==> config.mk <==
export PLATFORM = sky130hd
export DESIGN_NAME = mem_access_controller_flat
export DESIGN_NICKNAME = d
export VERILOG_FILES = /design/src/rtl/mem_access_controller_pkg.sv /design/src/rtl/mem_access_controller_if.sv /design/src/rtl/mem_access_controller_sync2.sv /design/src/rtl/mem_access_controller.sv /design/src/flat_wrapper.sv
export SDC_FILE = /design/constraint.sdc
export NUM_CORES = 1
export LEC_CHECK = 0
export BUFFER_PORTS_ARGS = -buffer_cell sky130_fd_sc_hd__buf_2
export CAP_MARGIN = 40
export CORE_UTILIZATION = 52
export CTS_BUF_LIST = sky130_fd_sc_hd__clkbuf_8
export DETAILED_ROUTE_END_ITERATION = 10
export MAX_ROUTING_LAYER = met4
export PLACE_DENSITY = 0.8
export SYNTH_ARGS = -nofsm -noshare
export SYNTH_HDL_FRONTEND = slang
export SYNTH_SLANG_ARGS = --single-unit
==> constraint.sdc <==
create_clock -name clk -period 4.5 [get_ports clk]
set_clock_uncertainty 0.15 [all_clocks]
set_input_delay 0.45 -clock clk [delete_from_list [all_inputs] [get_ports clk]]
set_output_delay 0.45 -clock clk [all_outputs]
set_load 0.05 [all_outputs]
==> src/rtl/mem_access_controller_pkg.sv <==
`default_nettype none
// ============================================================================
// Module  : memctl_pkg
// Brief   : Shared states, access-size and direction constants for the
//           memory access controller.
// Revision: 1.0 - initial release
// ============================================================================
package memctl_pkg;

    typedef enum logic [2:0] {
        IDLE      = 3'd0,
        SETUP     = 3'd1,
        ENABLE    = 3'd2,
        WAIT_LOW  = 3'd3,
        WAIT_HIGH = 3'd4,
        RESP      = 3'd5
    } state_t;

    localparam logic SIZE_WORD = 1'b0;
    localparam logic SIZE_BYTE = 1'b1;

    localparam logic MEM_READ  = 1'b0;
    localparam logic MEM_WRITE = 1'b1;

    localparam int DEFAULT_MEM_BYTES = 512;

    // Number of bytes touched by one access.
    function automatic logic [2:0] access_size(input logic byte_acc);
        return (byte_acc == SIZE_BYTE) ? 3'd1 : 3'd4;
    endfunction

endpackage
`default_nettype wire

==> src/rtl/mem_access_controller_if.sv <==
`default_nettype none
// ============================================================================
// Module  : mem_access_controller_if
// Brief   : Request/response and RAM-side bus of the memory access controller.
// Revision: 1.0 - initial release
// ============================================================================
interface mem_access_controller_if #(
    parameter int ADDR_W = 32,
    parameter int DATA_W = 32
) ();
    logic              req_valid;
    logic              req_rw;
    logic              req_byte;
    logic              req_signed;
    logic [ADDR_W-1:0] req_addr;
    logic [DATA_W-1:0] req_wdata;
    logic              busy;
    logic              resp_valid;
    logic              resp_err;
    logic [DATA_W-1:0] resp_rdata;
    logic              mem_enable;
    logic              mem_rw;
    logic              mem_byte;
    logic [ADDR_W-1:0] mem_addr;
    logic [DATA_W-1:0] mem_wdata;
    logic [DATA_W-1:0] mem_rdata;
    logic              mem_moc;

    // The controller: serves CPU requests and drives the RAM.
    modport slave (
        input  req_valid, req_rw, req_byte, req_signed, req_addr, req_wdata,
        input  mem_rdata, mem_moc,
        output busy, resp_valid, resp_err, resp_rdata,
        output mem_enable, mem_rw, mem_byte, mem_addr, mem_wdata
    );

    // The environment: control unit plus RAM.
    modport master (
        output req_valid, req_rw, req_byte, req_signed, req_addr, req_wdata,
        output mem_rdata, mem_moc,
        input  busy, resp_valid, resp_err, resp_rdata,
        input  mem_enable, mem_rw, mem_byte, mem_addr, mem_wdata
    );
endinterface
`default_nettype wire

==> src/rtl/mem_access_controller_sync2.sv <==
`default_nettype none
// ============================================================================
// Module  : sync2
// Brief   : Two-flop synchronizer with a configurable reset value.
// Revision: 1.0 - initial release
// ============================================================================
module sync2 #(
    parameter logic RESET_VAL = 1'b1
) (
    input  wire  clk,
    input  wire  rst,
    input  wire  i_d,
    output logic o_q
);
    logic r_meta;
    logic r_sync;

    always_ff @(posedge clk or posedge rst) begin
        if (rst) begin
            r_meta <= RESET_VAL;
            r_sync <= RESET_VAL;
        end else begin
            r_meta <= i_d;
            r_sync <= r_meta;
        end
    end

    assign o_q = r_sync;
endmodule
`default_nettype wire

==> src/rtl/mem_access_controller.sv <==
`default_nettype none
// ============================================================================
// Module  : mem_access_controller
// Brief   : Sequences single load/store requests onto the RAM MOC handshake;
//           optional access timeout enabled by defining MEM_TIMEOUT_EN.
// Revision: 1.0 - initial release
// ============================================================================
module mem_access_controller
    import memctl_pkg::*;
#(
    parameter int ADDR_W       = 32,
    parameter int DATA_W       = 32,
    parameter int MEM_BYTES    = DEFAULT_MEM_BYTES,
    parameter int SETUP_CYCLES = 1
`ifdef MEM_TIMEOUT_EN
    ,
    parameter int TIMEOUT_CYCLES = 64
`endif
) (
    input  wire                     clk,
    input  wire                     reset,
    mem_access_controller_if.slave  bus
);
    localparam int c_ext_w = DATA_W - 8;

    state_t            r_state;
    logic              r_signed;
    logic [15:0]       r_cnt;
    logic              r_busy;
    logic              r_resp_valid;
    logic              r_resp_err;
    logic [DATA_W-1:0] r_mdr;
    logic              r_mem_enable;
    logic              r_mem_rw;
    logic              r_mem_byte;
    logic [ADDR_W-1:0] r_mem_addr;
    logic [DATA_W-1:0] r_mem_wdata;

    logic              w_moc_s;
    logic [ADDR_W:0]   w_end;
    logic              w_reject;
    logic              w_timeout;
    logic [7:0]        w_rbyte;
    logic [DATA_W-1:0] w_capture;

    sync2 #(.RESET_VAL(1'b1)) u_moc_sync (
        .clk (clk),
        .rst (reset),
        .i_d (bus.mem_moc),
        .o_q (w_moc_s)
    );

    // One extra address bit so addr+size cannot wrap past the range check.
    assign w_end    = {1'b0, bus.req_addr} + (ADDR_W+1)'(access_size(bus.req_byte));
    assign w_reject = ((bus.req_byte == SIZE_WORD) && (bus.req_addr[1:0] != 2'b00))
                    || (w_end > (ADDR_W+1)'(MEM_BYTES));

    assign w_rbyte   = bus.mem_rdata[7:0];
    assign w_capture = (r_mem_byte == SIZE_BYTE)
                     ? {{c_ext_w{w_rbyte[7] & r_signed}}, w_rbyte}
                     : bus.mem_rdata;

`ifdef MEM_TIMEOUT_EN
    assign w_timeout = (r_cnt == 16'(TIMEOUT_CYCLES - 1));
`else
    assign w_timeout = 1'b0;
`endif

    always_ff @(posedge clk or posedge reset) begin
        if (reset) begin
            r_state      <= IDLE;
            r_signed     <= 1'b0;
            r_cnt        <= '0;
            r_busy       <= 1'b0;
            r_resp_valid <= 1'b0;
            r_resp_err   <= 1'b0;
            r_mdr        <= '0;
            r_mem_enable <= 1'b0;
            r_mem_rw     <= 1'b0;
            r_mem_byte   <= 1'b0;
            r_mem_addr   <= '0;
            r_mem_wdata  <= '0;
        end else begin
            r_resp_valid <= 1'b0;
            case (r_state)
                IDLE: begin
                    if (bus.req_valid) begin
                        r_mem_rw    <= bus.req_rw;
                        r_mem_byte  <= bus.req_byte;
                        r_mem_addr  <= bus.req_addr;
                        r_mem_wdata <= bus.req_wdata;
                        r_signed    <= bus.req_signed;
                        r_cnt       <= '0;
                        r_busy      <= 1'b1;
                        r_resp_err  <= w_reject;
                        r_state     <= w_reject ? RESP : SETUP;
                    end
                end
                SETUP: begin
                    if (r_cnt == 16'(SETUP_CYCLES - 1)) begin
                        r_cnt        <= '0;
                        r_mem_enable <= 1'b1;
                        r_state      <= ENABLE;
                    end else begin
                        r_cnt <= r_cnt + 16'd1;
                    end
                end
                ENABLE: begin
                    r_state <= WAIT_LOW;
                end
                WAIT_LOW: begin
                    r_cnt <= r_cnt + 16'd1;
                    if (!w_moc_s) begin
                        r_state <= WAIT_HIGH;
                    end else if (w_timeout) begin
                        r_mem_enable <= 1'b0;
                        r_resp_err   <= 1'b1;
                        r_state      <= RESP;
                    end
                end
                WAIT_HIGH: begin
                    r_cnt <= r_cnt + 16'd1;
                    // A stale-low MOC must still go high again before completion.
                    if (w_moc_s) begin
                        r_mem_enable <= 1'b0;
                        if (r_mem_rw == MEM_READ) begin
                            r_mdr <= w_capture;
                        end
                        r_state <= RESP;
                    end else if (w_timeout) begin
                        r_mem_enable <= 1'b0;
                        r_resp_err   <= 1'b1;
                        r_state      <= RESP;
                    end
                end
                RESP: begin
                    r_resp_valid <= 1'b1;
                    r_busy       <= 1'b0;
                    r_state      <= IDLE;
                end
                default: begin
                    r_state <= IDLE;
                    r_busy  <= 1'b0;
                end
            endcase
        end
    end

    assign bus.busy       = r_busy;
    assign bus.resp_valid = r_resp_valid;
    assign bus.resp_err   = r_resp_err;
    assign bus.resp_rdata = r_mdr;
    assign bus.mem_enable = r_mem_enable;
    assign bus.mem_rw     = r_mem_rw;
    assign bus.mem_byte   = r_mem_byte;
    assign bus.mem_addr   = r_mem_addr;
    assign bus.mem_wdata  = r_mem_wdata;
endmodule
`default_nettype wire

==> src/flat_wrapper.sv <==
// flat-port wrapper written by rule: the top's interface ports become plain ports
module mem_access_controller_flat import memctl_pkg::*;
#(
    parameter int ADDR_W       = 32,
    parameter int DATA_W       = 32,
    parameter int MEM_BYTES    = DEFAULT_MEM_BYTES,
    parameter int SETUP_CYCLES = 1

)
  (clk, reset, bus_req_valid, bus_req_rw, bus_req_byte, bus_req_signed, bus_req_addr, bus_req_wdata, bus_mem_rdata, bus_mem_moc, bus_busy, bus_resp_valid, bus_resp_err, bus_resp_rdata, bus_mem_enable, bus_mem_rw, bus_mem_byte, bus_mem_addr, bus_mem_wdata);
  mem_access_controller_if #(.ADDR_W(ADDR_W), .DATA_W(DATA_W)) bus_i ();
  input  wire clk;
  input  wire reset;
  input wire logic [$bits(bus_i.req_valid)-1:0] bus_req_valid;
  input wire logic [$bits(bus_i.req_rw)-1:0] bus_req_rw;
  input wire logic [$bits(bus_i.req_byte)-1:0] bus_req_byte;
  input wire logic [$bits(bus_i.req_signed)-1:0] bus_req_signed;
  input wire logic [$bits(bus_i.req_addr)-1:0] bus_req_addr;
  input wire logic [$bits(bus_i.req_wdata)-1:0] bus_req_wdata;
  input wire logic [$bits(bus_i.mem_rdata)-1:0] bus_mem_rdata;
  input wire logic [$bits(bus_i.mem_moc)-1:0] bus_mem_moc;
  output wire logic [$bits(bus_i.busy)-1:0] bus_busy;
  output wire logic [$bits(bus_i.resp_valid)-1:0] bus_resp_valid;
  output wire logic [$bits(bus_i.resp_err)-1:0] bus_resp_err;
  output wire logic [$bits(bus_i.resp_rdata)-1:0] bus_resp_rdata;
  output wire logic [$bits(bus_i.mem_enable)-1:0] bus_mem_enable;
  output wire logic [$bits(bus_i.mem_rw)-1:0] bus_mem_rw;
  output wire logic [$bits(bus_i.mem_byte)-1:0] bus_mem_byte;
  output wire logic [$bits(bus_i.mem_addr)-1:0] bus_mem_addr;
  output wire logic [$bits(bus_i.mem_wdata)-1:0] bus_mem_wdata;
  assign bus_i.req_valid = bus_req_valid;
  assign bus_i.req_rw = bus_req_rw;
  assign bus_i.req_byte = bus_req_byte;
  assign bus_i.req_signed = bus_req_signed;
  assign bus_i.req_addr = bus_req_addr;
  assign bus_i.req_wdata = bus_req_wdata;
  assign bus_i.mem_rdata = bus_mem_rdata;
  assign bus_i.mem_moc = bus_mem_moc;
  assign bus_busy = bus_i.busy;
  assign bus_resp_valid = bus_i.resp_valid;
  assign bus_resp_err = bus_i.resp_err;
  assign bus_resp_rdata = bus_i.resp_rdata;
  assign bus_mem_enable = bus_i.mem_enable;
  assign bus_mem_rw = bus_i.mem_rw;
  assign bus_mem_byte = bus_i.mem_byte;
  assign bus_mem_addr = bus_i.mem_addr;
  assign bus_mem_wdata = bus_i.mem_wdata;
  mem_access_controller #(.ADDR_W(ADDR_W), .DATA_W(DATA_W), .MEM_BYTES(MEM_BYTES), .SETUP_CYCLES(SETUP_CYCLES)) u_core (.clk(clk), .reset(reset), .bus(bus_i));
endmodule
==> flow_summary.ini <==
[critical_path]
reg2reg_to = u_core.bus.mem_addr[25]
rr_worst_depth = 4
cp_max_fo = 28
reg2reg_from = u_core.r_state[1]
cp.arrival_ns = 2.88
required_ns = 4.67
r2r_setup_slack_ns = 1.79
crit_path_end_kind = flop
path_class = flop to flop
crit_path_start_kind = flop

[global_route]
grt_usage_pct = 26.1
overflow = 0
grt_pass1_wl_um = 22200
antenna_found_initial = 0
grt_pass1_vias = 4695
grt_max_degree = 62

[floorplan]
die_area_sq_um = 11400
io_pins = 205
initial_core_util_pct = 54.5
rows = 37
fp.dieW_um = 107
fp.dieH_um = 107
core_sq_um = 10500

[power]
pwr-share-comb_pct = 5.2
p_switching_mw = 0.542
pwr-share-seq_pct = 46.1
ir_drop_mv = 0.216
p_int_mw = 1.88
p_sw_share_pct = 22.4
power_frac_clock_pct = 48.7
cellPowerDensity_nw_per_um2 = 330
total_power_mw = 2.42
p_leak_nw = 3.67

[routing]
dr_wl_met3_um = 726
met1Wirelength_um = 5880
antenna_left = 0
vias_per_cell = 5.50
routed_wl_um = 14100
vias = 4692
routedWlPerCell_um = 16.5
drt-initial-drc-count = 196
top_layer = met4
wl_met2_um = 7060
dr.pass1.iters = 5
drcViolationCount = 0

[layout]
nFillCells = 791
final_core_util_pct = 70.2
final_common_cell = buf_2
layout.cells.non_filler = 853
drive_gt1_share_pct = 47.1
fin_nets = 812
mostFrequentLayoutCells = buf_2, dfrtp_1, mux2_2, a21oi_1, nor2_1
area_growth_pct = 28.8
antenna_cells = 0

[yosys]
synthDistinctLibCells = 58
syn-cell-area_sq_um = 5700
synth_edf_count = 0
synth-async-reset-ratio_pct = 100
synthFlopType = dfrtp_1
synth_nets = 606
yosysWarnings = 0
yosysSeqAreaShare_pct = 54.5
synth_top_area_cell = dfrtp_1
syn_inst = 498
synth_top_area_share_pct = 53.6
synth_area_per_cell_sq_um = 11.4
synth_area_leaders = dfrtp_1, mux2_2, a21oi_1
ys_seq_elements = 124

[clocking]
clk_latency_ns = 0.44
cts_root_buffer = clkbuf_8
htree_levels = 4
post_cts_buffers = 0
clkSlewWorstSetupHoldPaths_ns = 0.08
cts_tree = built
numClockSinks = 124
cts_inserted_buffers = 17
clockBufferDepth = 2

[placed_design]
place_ws_ns = 1.69
place_congestion = 0.882
placed_cells = 819
hpwlAfterDp_um = 10300
io_buffers = 204

[timing]
rsz0062_at_grt = no
maxSlewHeadroom_pct = 42.9
hold_viol_final = 0
tightest_slew_ns = 0.856
report.final.slew_viol_count = 0
period_minus_slack_ns = 2.71
setup-violations-final = 0
fin_ws_ns = 1.79
post-route-period-util_pct = 60.2
max_freq_mhz = 369
tns_ns = 0

[hold_path]
worstHoldPathCells = 2
hold_class = input pin to flop
min_to = u_core.bus.mem_wdata[5]
min_from = bus_req_wdata[5]

[status]
status = complete, no violations

[flow_run]
maxCapViolCount = 0
[synth_stat cells, drive strengths merged, types with 5 or more instances]
cell / instances
clkbuf: 16
nor4: 5
dfrtp: 122
nor2: 51
xnor2: 10
and3: 5
inv: 8
nor2b: 5
nor3: 10
nand4: 14
nand3: 13
buf: 8
o21ai: 12
xor2: 15
ha: 5
a31oi: 6
mux2: 76
nand2: 19
a21oi: 54
and4: 5
[layout make-up]
class | count | area [sq um] | share of cell area [%]
flip-flops and latches | 124 | 3110 | 42.3
multi-input cells | 342 | 2460 | 33.5
repair buffers | 211 | 1090 | 14.9
clock buffers | 20 | 275 | 3.75
clock inverters | 12 | 209 | 2.85
well taps | 136 | 170 | 2.32
inverters | 8 | 32.5 | 0.443
[sequential cells by signal, summed over array words and instances (netlist names)]
name                      flops
u_core.r_signed               1
u_core.r_state                3
u_core.bus.mem_enable         1
u_core.bus.resp_rdata        32
u_core.bus.mem_byte           1
u_core.bus.resp_valid         1
u_core.u_moc_sync.r_meta      1
u_core.bus.mem_rw             1
u_core.u_moc_sync.o_q         1
u_core.r_cnt                 16
u_core.bus.mem_addr          32
u_core.bus.resp_err           1
u_core.bus.busy               1
u_core.bus.mem_wdata         32
[critical path: stages, from the launching register on]
cell,delay (ns)
dfrtp_1,0.45
nor2_1,0.46
and2_2,0.68
buf_4,0.45
mux2_2,0.38
[per-stage QoR]
stage          hold WS (ns)  instance area [sq um]
3_5_place_dp          0.207                   6840
4_1_cts              0.0562                   7340
6_report             0.0834                   7340
3_3_place_gp          0.201                   6820
5_1_grt              0.0578                   7340
2_1_floorplan         0.195                   5700
[worst max-delay path by stage]
stage	from	slack (ns)	endpoint
floorplan	reset	0.60	u_core.bus.busy
global placement	bus_req_byte	1.73	u_core.bus.resp_err
detailed placement	bus_req_byte	1.69	u_core.bus.resp_err
CTS	u_core.r_state[1]	1.81	u_core.bus.mem_addr[25]
global route	u_core.r_state[1]	1.66	u_core.bus.mem_addr[25]
finish	u_core.r_state[1]	1.79	u_core.bus.mem_addr[25]
[power by group through the flow]
| stage | Clock, mW | Combinational [mW] | Sequential (mW) |
|---|---|---|---|
| finish | 1.18 | 0.126 | 1.12 |
| global route | 1.24 | 0.140 | 1.12 |
| CTS | 1.20 | 0.127 | 1.12 |
| detailed placement | 0 | 0.124 | 1.14 |
| global placement | 0 | 0.119 | 1.14 |
| floorplan | 0 | 0.0493 | 1.14 |
[layer usage]
metal	up-vias	global-route usage (%)
met1	2277	30.3
met4	0	13.2
met5	-	-
met3	40	6.69
li1	2195	-
met2	180	42.1
[what timing repair did]
action                                  in CTS  in global routing
gates resized for setup                      0                  0
endpoints found under the setup margin       0                  0
hold buffers                                 2                  0
hold endpoints to repair                    19                  0
[cells by family (layout without fill, tap and decap cells)]
group | count (synthesis) | after routing | synth area share, %
AOI/OAI and AO/OA | 90 | 90 | 9.13
xor gates and xnor gates | 25 | 25 | 3.84
adders and majority gates | 5 | 5 | 1.10
buffers and inverters | 32 | 251 | 2.50
DFF | 124 | 124 | 54.5
muxes | 77 | 77 | 15.3
and+or+nand+nor | 145 | 145 | 13.7
Note: power is estimated with default switching activity, not from simulation.
